**config.mk**
```make
export PLATFORM = sky130hd
export DESIGN_NAME = mips_ctrl_fsm_flat
export DESIGN_NICKNAME = d
export VERILOG_FILES = /design/src/rtl/mips_ctrl_pkg.sv /design/src/rtl/mips_ctrl_if.sv /design/src/rtl/mips_ctrl_decode.sv /design/src/rtl/mips_ctrl_fsm.sv /design/src/flat_wrapper.sv
export SDC_FILE = /design/constraint.sdc
export NUM_CORES = 1
export LEC_CHECK = 0
export BUFFER_PORTS_ARGS = -buffer_cell sky130_fd_sc_hd__buf_2
export CAP_MARGIN = 20
export CORE_MARGIN = 2
export CORE_UTILIZATION = 30
export DETAILED_ROUTE_END_ITERATION = 7
export HOLD_SLACK_MARGIN = 0.03
export PLACE_DENSITY = 0.56
export SYNTH_ARGS = -nofsm -noshare
export SYNTH_HDL_FRONTEND = slang
export SYNTH_SLANG_ARGS = --single-unit
```
**constraint.sdc**
```tcl
create_clock -name clock -period 1.9 [get_ports clock]
set_input_delay 0 -clock clock [delete_from_list [all_inputs] [get_ports clock]]
set_output_delay 0 -clock clock [all_outputs]
set_load 0.02 [all_outputs]
```
**src/rtl/mips_ctrl_pkg.sv**
```systemverilog
// Shared encodings for the multi-cycle MIPS control sequencer.
// Opcodes, funct codes, ALU/PC/memory selects and decoder bundle.
package mips_ctrl_pkg;

   localparam logic [31:0] RESET_PC = 32'h0000_0000;

   typedef enum logic [2:0] {
      ST_FETCH, ST_DECODE, ST_EXEC, ST_MEM, ST_WB, ST_ERR
   } state_e;

   typedef enum logic [2:0] {
      CLS_R, CLS_IMM, CLS_BR, CLS_J, CLS_JR, CLS_LOAD, CLS_STORE
   } cls_e;

   localparam logic [5:0] OP_RTYPE = 6'h00;
   localparam logic [5:0] OP_J     = 6'h02;
   localparam logic [5:0] OP_BEQ   = 6'h04;
   localparam logic [5:0] OP_BNE   = 6'h05;
   localparam logic [5:0] OP_ADDI  = 6'h08;
   localparam logic [5:0] OP_ADDIU = 6'h09;
   localparam logic [5:0] OP_SLTI  = 6'h0A;
   localparam logic [5:0] OP_ANDI  = 6'h0C;
   localparam logic [5:0] OP_ORI   = 6'h0D;
   localparam logic [5:0] OP_LUI   = 6'h0F;
   localparam logic [5:0] OP_LB    = 6'h20;
   localparam logic [5:0] OP_LW    = 6'h23;
   localparam logic [5:0] OP_LBU   = 6'h24;
   localparam logic [5:0] OP_SB    = 6'h28;
   localparam logic [5:0] OP_SW    = 6'h2B;

   localparam logic [5:0] F_SLL  = 6'h00;
   localparam logic [5:0] F_SRL  = 6'h02;
   localparam logic [5:0] F_SRA  = 6'h03;
   localparam logic [5:0] F_JR   = 6'h08;
   localparam logic [5:0] F_ADD  = 6'h20;
   localparam logic [5:0] F_ADDU = 6'h21;
   localparam logic [5:0] F_SUB  = 6'h22;
   localparam logic [5:0] F_SUBU = 6'h23;
   localparam logic [5:0] F_AND  = 6'h24;
   localparam logic [5:0] F_OR   = 6'h25;
   localparam logic [5:0] F_XOR  = 6'h26;
   localparam logic [5:0] F_NOR  = 6'h27;
   localparam logic [5:0] F_SLT  = 6'h2A;
   localparam logic [5:0] F_SLTU = 6'h2B;

   // Immediate ops reuse the R-type funct of the matching ALU operation.
   localparam logic [5:0] ALU_OP_ADD  = 6'h20;
   localparam logic [5:0] ALU_OP_ADDU = 6'h21;
   localparam logic [5:0] ALU_OP_AND  = 6'h24;
   localparam logic [5:0] ALU_OP_OR   = 6'h25;
   localparam logic [5:0] ALU_OP_SLT  = 6'h2A;
   localparam logic [5:0] ALU_OP_BEQ  = 6'h30;
   localparam logic [5:0] ALU_OP_BNE  = 6'h31;
   localparam logic [5:0] ALU_OP_LUI  = 6'h32;

   localparam logic [1:0] PC_SRC_PC4    = 2'd0;
   localparam logic [1:0] PC_SRC_BRANCH = 2'd1;
   localparam logic [1:0] PC_SRC_JUMP   = 2'd2;
   localparam logic [1:0] PC_SRC_JR     = 2'd3;

   localparam logic [1:0] MEM_SIZE_BYTE = 2'd0;
   localparam logic [1:0] MEM_SIZE_WORD = 2'd2;

   typedef struct packed {
      cls_e       cls;
      logic [5:0] alu_op;
      logic [1:0] mem_size;
      logic       legal;
   } dec_t;

endpackage

```
**src/rtl/mips_ctrl_if.sv**
```systemverilog
// Sequencer <-> datapath bundle: instruction/status in, controls out.
interface mips_ctrl_if;
   logic [31:0] ins;
   logic        alu_branch;
   logic        mem_ready;
   logic        pc_write;
   logic [1:0]  pc_src;
   logic        reg_dst;
   logic        reg_write;
   logic        alu_src;
   logic [5:0]  alu_op;
   logic        mem_read;
   logic        mem_write;
   logic [1:0]  mem_size;
   logic        mem_to_reg;
   logic        illegal;

   modport master (
      input  ins, alu_branch, mem_ready,
      output pc_write, pc_src, reg_dst, reg_write, alu_src, alu_op,
      output mem_read, mem_write, mem_size, mem_to_reg, illegal
   );

   modport slave (
      output ins, alu_branch, mem_ready,
      input  pc_write, pc_src, reg_dst, reg_write, alu_src, alu_op,
      input  mem_read, mem_write, mem_size, mem_to_reg, illegal
   );
endinterface

```
**src/rtl/mips_ctrl_decode.sv**
```systemverilog
// Opcode/funct classifier: instruction class, ALU code, access size, legal.
module mips_ctrl_decode
   import mips_ctrl_pkg::*;
(
   input  logic [5:0] op,
   input  logic [5:0] funct,
   output dec_t       dec
);
   always_comb begin
      dec          = '0;
      dec.cls      = CLS_IMM;
      dec.mem_size = MEM_SIZE_BYTE;
      unique case (op)
         OP_RTYPE: begin
            dec.cls = CLS_R;
            unique case (funct)
               F_ADD, F_ADDU, F_SUB, F_SUBU, F_AND, F_OR, F_XOR,
               F_NOR, F_SLT, F_SLTU, F_SLL, F_SRL, F_SRA: begin
                  dec.legal  = 1'b1;
                  dec.alu_op = funct;
               end
               F_JR: begin
                  dec.legal  = 1'b1;
                  dec.alu_op = funct;
                  dec.cls    = CLS_JR;
               end
               default: ;
            endcase
         end
         OP_J: begin
            dec.legal = 1'b1;
            dec.cls   = CLS_J;
         end
         OP_BEQ, OP_BNE: begin
            dec.legal  = 1'b1;
            dec.cls    = CLS_BR;
            dec.alu_op = (op == OP_BEQ) ? ALU_OP_BEQ : ALU_OP_BNE;
         end
         OP_ADDI:  begin dec.legal = 1'b1; dec.alu_op = ALU_OP_ADD;  end
         OP_ADDIU: begin dec.legal = 1'b1; dec.alu_op = ALU_OP_ADDU; end
         OP_SLTI:  begin dec.legal = 1'b1; dec.alu_op = ALU_OP_SLT;  end
         OP_ANDI:  begin dec.legal = 1'b1; dec.alu_op = ALU_OP_AND;  end
         OP_ORI:   begin dec.legal = 1'b1; dec.alu_op = ALU_OP_OR;   end
         OP_LUI:   begin dec.legal = 1'b1; dec.alu_op = ALU_OP_LUI;  end
         OP_LB, OP_LBU, OP_LW: begin
            dec.legal    = 1'b1;
            dec.cls      = CLS_LOAD;
            dec.alu_op   = ALU_OP_ADD;
            dec.mem_size = (op == OP_LW) ? MEM_SIZE_WORD : MEM_SIZE_BYTE;
         end
         OP_SB, OP_SW: begin
            dec.legal    = 1'b1;
            dec.cls      = CLS_STORE;
            dec.alu_op   = ALU_OP_ADD;
            dec.mem_size = (op == OP_SW) ? MEM_SIZE_WORD : MEM_SIZE_BYTE;
         end
         default: ;
      endcase
   end
endmodule

```
**src/rtl/mips_ctrl_fsm.sv**
```systemverilog
// Multi-cycle FETCH/DECODE/EXEC/MEM/WB sequencer for the MIPS datapath.
// Define MIPS_CTRL_STALL_EN to hold MEM until mem_ready.
module mips_ctrl_fsm
   import mips_ctrl_pkg::*;
(
   input  logic       clock,
   input  logic       reset,
   mips_ctrl_if.master bus
);
   localparam logic [2:0] S_FETCH  = 3'(ST_FETCH);
   localparam logic [2:0] S_DECODE = 3'(ST_DECODE);
   localparam logic [2:0] S_EXEC   = 3'(ST_EXEC);
   localparam logic [2:0] S_MEM    = 3'(ST_MEM);
   localparam logic [2:0] S_WB     = 3'(ST_WB);
   localparam logic [2:0] S_ERR    = 3'(ST_ERR);

   logic [2:0]  state, state_nxt;
   logic [31:0] ir;
   dec_t        dec;
   logic        mem_done;
   logic        unused_ir;

   assign unused_ir = ^ir[25:6];

`ifdef MIPS_CTRL_STALL_EN
   assign mem_done = bus.mem_ready;
`else
   logic unused_ready;
   assign unused_ready = bus.mem_ready;
   assign mem_done     = 1'b1;
`endif

   mips_ctrl_decode u_dec (
      .op    (ir[31:26]),
      .funct (ir[5:0]),
      .dec   (dec)
   );

   always_ff @(posedge clock or negedge reset) begin
      if (!reset) begin
         state <= S_FETCH;
         ir    <= '0;
      end else begin
         state <= state_nxt;
         if (state == S_FETCH) ir <= bus.ins;
      end
   end

   always_comb begin
      state_nxt = state;
      unique case (state)
         S_FETCH:  state_nxt = S_DECODE;
         S_DECODE: state_nxt = dec.legal ? S_EXEC : S_ERR;
         S_EXEC: begin
            unique case (dec.cls)
               CLS_BR, CLS_J, CLS_JR: state_nxt = S_FETCH;
               CLS_LOAD, CLS_STORE:   state_nxt = S_MEM;
               default:               state_nxt = S_WB;
            endcase
         end
         S_MEM: begin
            if (mem_done)
               state_nxt = (dec.cls == CLS_LOAD) ? S_WB : S_FETCH;
         end
         S_WB:    state_nxt = S_FETCH;
         S_ERR:   state_nxt = S_ERR;
         default: state_nxt = S_FETCH;
      endcase
   end

   logic       pc_write, reg_dst, reg_write, alu_src;
   logic       mem_read, mem_write, mem_to_reg;
   logic [1:0] pc_src, mem_size;
   logic [5:0] alu_op;

   always_comb begin
      pc_write   = 1'b0;
      pc_src     = PC_SRC_PC4;
      reg_dst    = 1'b0;
      reg_write  = 1'b0;
      alu_src    = 1'b0;
      alu_op     = '0;
      mem_read   = 1'b0;
      mem_write  = 1'b0;
      mem_size   = MEM_SIZE_BYTE;
      mem_to_reg = 1'b1;
      unique case (state)
         S_DECODE: alu_op = dec.alu_op;
         S_EXEC: begin
            alu_op  = dec.alu_op;
            alu_src = (dec.cls == CLS_IMM) || (dec.cls == CLS_LOAD) ||
                      (dec.cls == CLS_STORE);
            unique case (dec.cls)
               CLS_BR: begin
                  pc_write = 1'b1;
                  pc_src   = bus.alu_branch ? PC_SRC_BRANCH : PC_SRC_PC4;
               end
               CLS_J:  begin pc_write = 1'b1; pc_src = PC_SRC_JUMP; end
               CLS_JR: begin pc_write = 1'b1; pc_src = PC_SRC_JR;   end
               default: ;
            endcase
         end
         S_MEM: begin
            alu_op    = dec.alu_op;
            mem_read  = (dec.cls == CLS_LOAD);
            mem_write = (dec.cls == CLS_STORE);
            mem_size  = dec.mem_size;
            // A stalled store retires only on the edge that leaves MEM.
            pc_write  = (dec.cls == CLS_STORE) && mem_done;
         end
         S_WB: begin
            alu_op     = dec.alu_op;
            reg_write  = 1'b1;
            reg_dst    = (dec.cls == CLS_R);
            mem_to_reg = (dec.cls != CLS_LOAD);
            pc_write   = 1'b1;
         end
         default: ;
      endcase
   end

   assign bus.pc_write   = pc_write;
   assign bus.pc_src     = pc_src;
   assign bus.reg_dst    = reg_dst;
   assign bus.reg_write  = reg_write;
   assign bus.alu_src    = alu_src;
   assign bus.alu_op     = alu_op;
   assign bus.mem_read   = mem_read;
   assign bus.mem_write  = mem_write;
   assign bus.mem_size   = mem_size;
   assign bus.mem_to_reg = mem_to_reg;
   assign bus.illegal    = (state == S_ERR);
endmodule

```
**src/flat_wrapper.sv**
```systemverilog
// flat-port wrapper written by rule: the top's interface ports become plain ports
module mips_ctrl_fsm_flat import mips_ctrl_pkg::*;
  (clock, reset, bus_ins, bus_alu_branch, bus_mem_ready, bus_pc_write, bus_pc_src, bus_reg_dst, bus_reg_write, bus_alu_src, bus_alu_op, bus_mem_read, bus_mem_write, bus_mem_size, bus_mem_to_reg, bus_illegal);
  mips_ctrl_if bus_i ();
  input  logic clock;
  input  logic reset;
  input wire logic [$bits(bus_i.ins)-1:0] bus_ins;
  input wire logic [$bits(bus_i.alu_branch)-1:0] bus_alu_branch;
  input wire logic [$bits(bus_i.mem_ready)-1:0] bus_mem_ready;
  output wire logic [$bits(bus_i.pc_write)-1:0] bus_pc_write;
  output wire logic [$bits(bus_i.pc_src)-1:0] bus_pc_src;
  output wire logic [$bits(bus_i.reg_dst)-1:0] bus_reg_dst;
  output wire logic [$bits(bus_i.reg_write)-1:0] bus_reg_write;
  output wire logic [$bits(bus_i.alu_src)-1:0] bus_alu_src;
  output wire logic [$bits(bus_i.alu_op)-1:0] bus_alu_op;
  output wire logic [$bits(bus_i.mem_read)-1:0] bus_mem_read;
  output wire logic [$bits(bus_i.mem_write)-1:0] bus_mem_write;
  output wire logic [$bits(bus_i.mem_size)-1:0] bus_mem_size;
  output wire logic [$bits(bus_i.mem_to_reg)-1:0] bus_mem_to_reg;
  output wire logic [$bits(bus_i.illegal)-1:0] bus_illegal;
  assign bus_i.ins = bus_ins;
  assign bus_i.alu_branch = bus_alu_branch;
  assign bus_i.mem_ready = bus_mem_ready;
  assign bus_pc_write = bus_i.pc_write;
  assign bus_pc_src = bus_i.pc_src;
  assign bus_reg_dst = bus_i.reg_dst;
  assign bus_reg_write = bus_i.reg_write;
  assign bus_alu_src = bus_i.alu_src;
  assign bus_alu_op = bus_i.alu_op;
  assign bus_mem_read = bus_i.mem_read;
  assign bus_mem_write = bus_i.mem_write;
  assign bus_mem_size = bus_i.mem_size;
  assign bus_mem_to_reg = bus_i.mem_to_reg;
  assign bus_illegal = bus_i.illegal;
  mips_ctrl_fsm u_core (.clock(clock), .reset(reset), .bus(bus_i));
endmodule
```
==> results.py <==
metrics = {
    "setup_path": {
        "reg2regPathDepth": 5,
        "cp_top_family": "simple AND/OR/NAND/NOR gates",
        "crit_path_end_kind": "output port",
        "cp_num_cells": 6,
        "path_max_fanout": 3,
        "max_stage_delay_ns": 0.54,
        "worstSetupPathType": "flop to output port",
        "cp.arrival_ns": 2.21,
        "crit_buf_inv": 1,
        "critPathSlowestCell": "or4_4",
        "worstPathRequired_ns": 1.90,
        "cp_cell_sequence": "or4_4, or3_4, nor3_4, nand3_1, a21oi_2, buf_4",
        "start_kind": "flop",
    },
    "run": {
        "drv_cap": 0,
    },
    "detailed_routing": {
        "dr.max_layer_used": "met4",
        "post_drt_via_cell_ratio": 5.145,
        "drtIter0Drc": 45,
        "route.detailed.wl_per_inst_um": 15.00,
        "firstDrtPassIters": 4,
        "wl_met3_um": 177,
        "route.antenna.remaining_nets": 0,
        "wl_met2_um": 1842,
        "route.detailed.drc": 0,
        "wl_met1_um": 1715,
        "wl_um": 3826,
        "num_vias": 1312,
    },
    "power": {
        "power_leakage_nw": 0.8309,
        "power_density_nw_per_um2": 1713,
        "peakVddDrop_v": 0.0008033,
        "power.total_mw": 3.496,
    },
    "finish": {
        "fin_util_pct": 54.92,
        "nets": 244,
        "drive_gt1_share_pct": 53.62,
        "diodes": 0,
        "nFillCells": 340,
        "area_growth_pct": 73.14,
    },
    "sta": {
        "setup_slack_ns": -0.3105,
        "rsz0062_at_grt": "true",
        "setup_viol": 13,
        "tns_ns": -2.112,
        "fmax_ghz": 0.4524,
        "final_hold_viol_count": 0,
        "fin_skew_ns": 0.0002958,
        "whs_ns": 0.1814,
        "layout_min_cycle_time_ns": 2.210,
        "slew_viol_final": 0,
        "min_period_over_period_pct": 116.3,
    },
    "yosys": {
        "yosys-top-cells-area": "dfrtp_1, mux2_2, o21ai_0",
        "syn-num-nets": 177,
        "syn_area_sq_um": 1179,
        "synth_ff_type": "dfrtp_1",
        "synth_enable_flop_cells": 0,
        "yosys-top-cells-count": "dfrtp_1, nor2_1, clkbuf_1, nand2_1",
        "seq_area_frac_synth_pct": 31.85,
        "synth_cell_types": 46,
        "netlist_instances": 141,
        "netlist.area_leader.share_pct": 31.85,
        "synth_seq_cells": 15,
        "async_flop_share_pct": 100.0,
        "synth-warning-count": 0,
        "syn_avg_cell_area_sq_um": 8.359,
        "synth_area_leader_cell": "dfrtp_1",
        "post-synth-top-count-cell": "dfrtp_1",
    },
    "min_path": {
        "hold_path.class": "input port to async pin",
    },
    "global_route": {
        "antenna_found_initial": 0,
        "gr-total-overflow": 0,
        "grt_pass1_vias": 1290,
        "grt_pass1_wl_um": 6023,
        "grt_max_degree": 17,
        "grtUsageTotal_pct": 17.79,
    },
    "clock_tree": {
        "cts-root-buf": "clkbuf_8",
        "clkLatencyLatePin_ns": 0.25,
        "htree_levels": 1,
        "cts.clk_slew.worst_paths_ns": 0.06,
        "cts_made_buffers": 3,
        "cts.sinks": 15,
        "cts_buffer_depth": 2,
        "cts_tree": "yes",
    },
    "outcome": {
        "violations": "negative setup slack",
        "status": "complete, but fails checks",
    },
    "floorplan": {
        "fp.dieH_um": 66.68,
        "rows": 22,
        "ioPinCount": 54,
        "core_sq_um": 3716,
        "die_w_um": 66.68,
        "die-area_sq_um": 4446,
        "start_util_pct": 31.72,
    },
    "placed_design": {
        "dp.final_hpwl_um": 2412,
        "io_buffers": 31,
        "preCtsSetupSlack_ns": -0.1146,
        "gp_congestion": 0.8125,
    },
}
[kinds of logic (layout without fill, tap and decap cells)]
group | after synthesis | after routing | synth area share [%]
multiplexers | 9 | 9 | 8.599
buffers and inverters | 18 | 84 | 6.688
AND/OR/NAND/NOR | 66 | 66 | 32.59
flip-flops | 15 | 15 | 31.85
XOR/XNOR | 3 | 3 | 2.230
AO/OA/AOI/OAI | 29 | 29 | 17.73
other | 1 | 1 | 0.3182
[final timing paths]
check | startpoint | end | slack (ns)
worst max-delay path | u_core.ir[30] | bus_alu_op[5] | -0.31
worst min-delay path | reset | u_core.ir[26] | 0.18
worst max register to register | u_core.ir[30] | u_core.state[2] | -0.14
worst min register to register | u_core.ir[3] | u_core.ir[3] | 0.60
max in group asynchronous | reset | u_core.ir[4] | 1.45
min in group clock | bus_alu_branch | bus_pc_src[0] | 0.36
[report_power, final]
part | internal, mW | switching [mW] | total [mW]
combinational | 1.21 | 1.29 | 2.51
clock | 0.148 | 0.108 | 0.257
sequential | 0.494 | 0.240 | 0.734
[flip-flops by register name (all words and copies together), names as in the netlist]
name,count
u_core.state,3
u_core.ir,12
[per-layer routing]
layer | vias up | track usage (%)
met5 | - | 0
met4 | 0 | 6.378
met3 | 11 | 2.534
met2 | 41 | 30.38
met1 | 617 | 22.71
li1 | 643 | -
[cell usage in the layout (no fill, tap or decap), types with 2 or more instances in the layout]
master / instances
a211o_1: 2
nand3_1: 4
buf_6: 14
or2_4: 3
nor3_1: 4
clkbuf_8: 3
nor4_2: 2
buf_2: 21
o21ai_0: 7
a31oi_1: 2
nand4_1: 3
buf_4: 25
nand2b_1: 4
dfrtp_1: 13
nor2b_1: 4
inv_1: 6
o21ai_1: 2
a32oi_1: 2
a21oi_2: 3
dlygate4sd3_1: 13
dfrtp_2: 2
nor2_4: 3
xnor2_1: 2
nand2_1: 8
nor3_4: 2
nor2_1: 8
mux2_2: 9
or3b_4: 2
[cell type report]
| cell class | count | area [sq um] | area share [%] |
|---|---|---|---|
| flip-flops and latches | 15 | 377.9 | 18.52 |
| clock buffers | 4 | 45.04 | 2.207 |
| inverters | 6 | 22.52 | 1.104 |
| multi-input cells | 108 | 939.7 | 46.05 |
| well taps | 48 | 60.06 | 2.943 |
| repair buffers | 74 | 595.6 | 29.18 |
[worst reg2reg max path: stages (launching register included)]
cell      delay (ns)
dfrtp_1         0.38
or4_4           0.54
or3_4           0.35
or4_1           0.43
nand4b_2        0.13
o221ai_2        0.09
[repair_timing]
item / 4_1_cts / 5_1_grt
pin swaps: 8 / 15
endpoints found under the hold margin: 27 / 0
setup buffers: 10 / 4
gates cloned: 0 / 0
setup endpoints to repair: 17 / 18
hold buffers: 13 / 0
resized for setup: 41 / 28
[through the flow]
| stage | instances | area [sq um] |
|---|---|---|
| global placement | 226 | 1496 |
| detailed placement | 226 | 1496 |
| finish | 255 | 2041 |
| CTS | 252 | 1908 |
| global route | 255 | 2041 |
| floorplan | 141 | 1197 |
(Power assumes the default switching activity.)
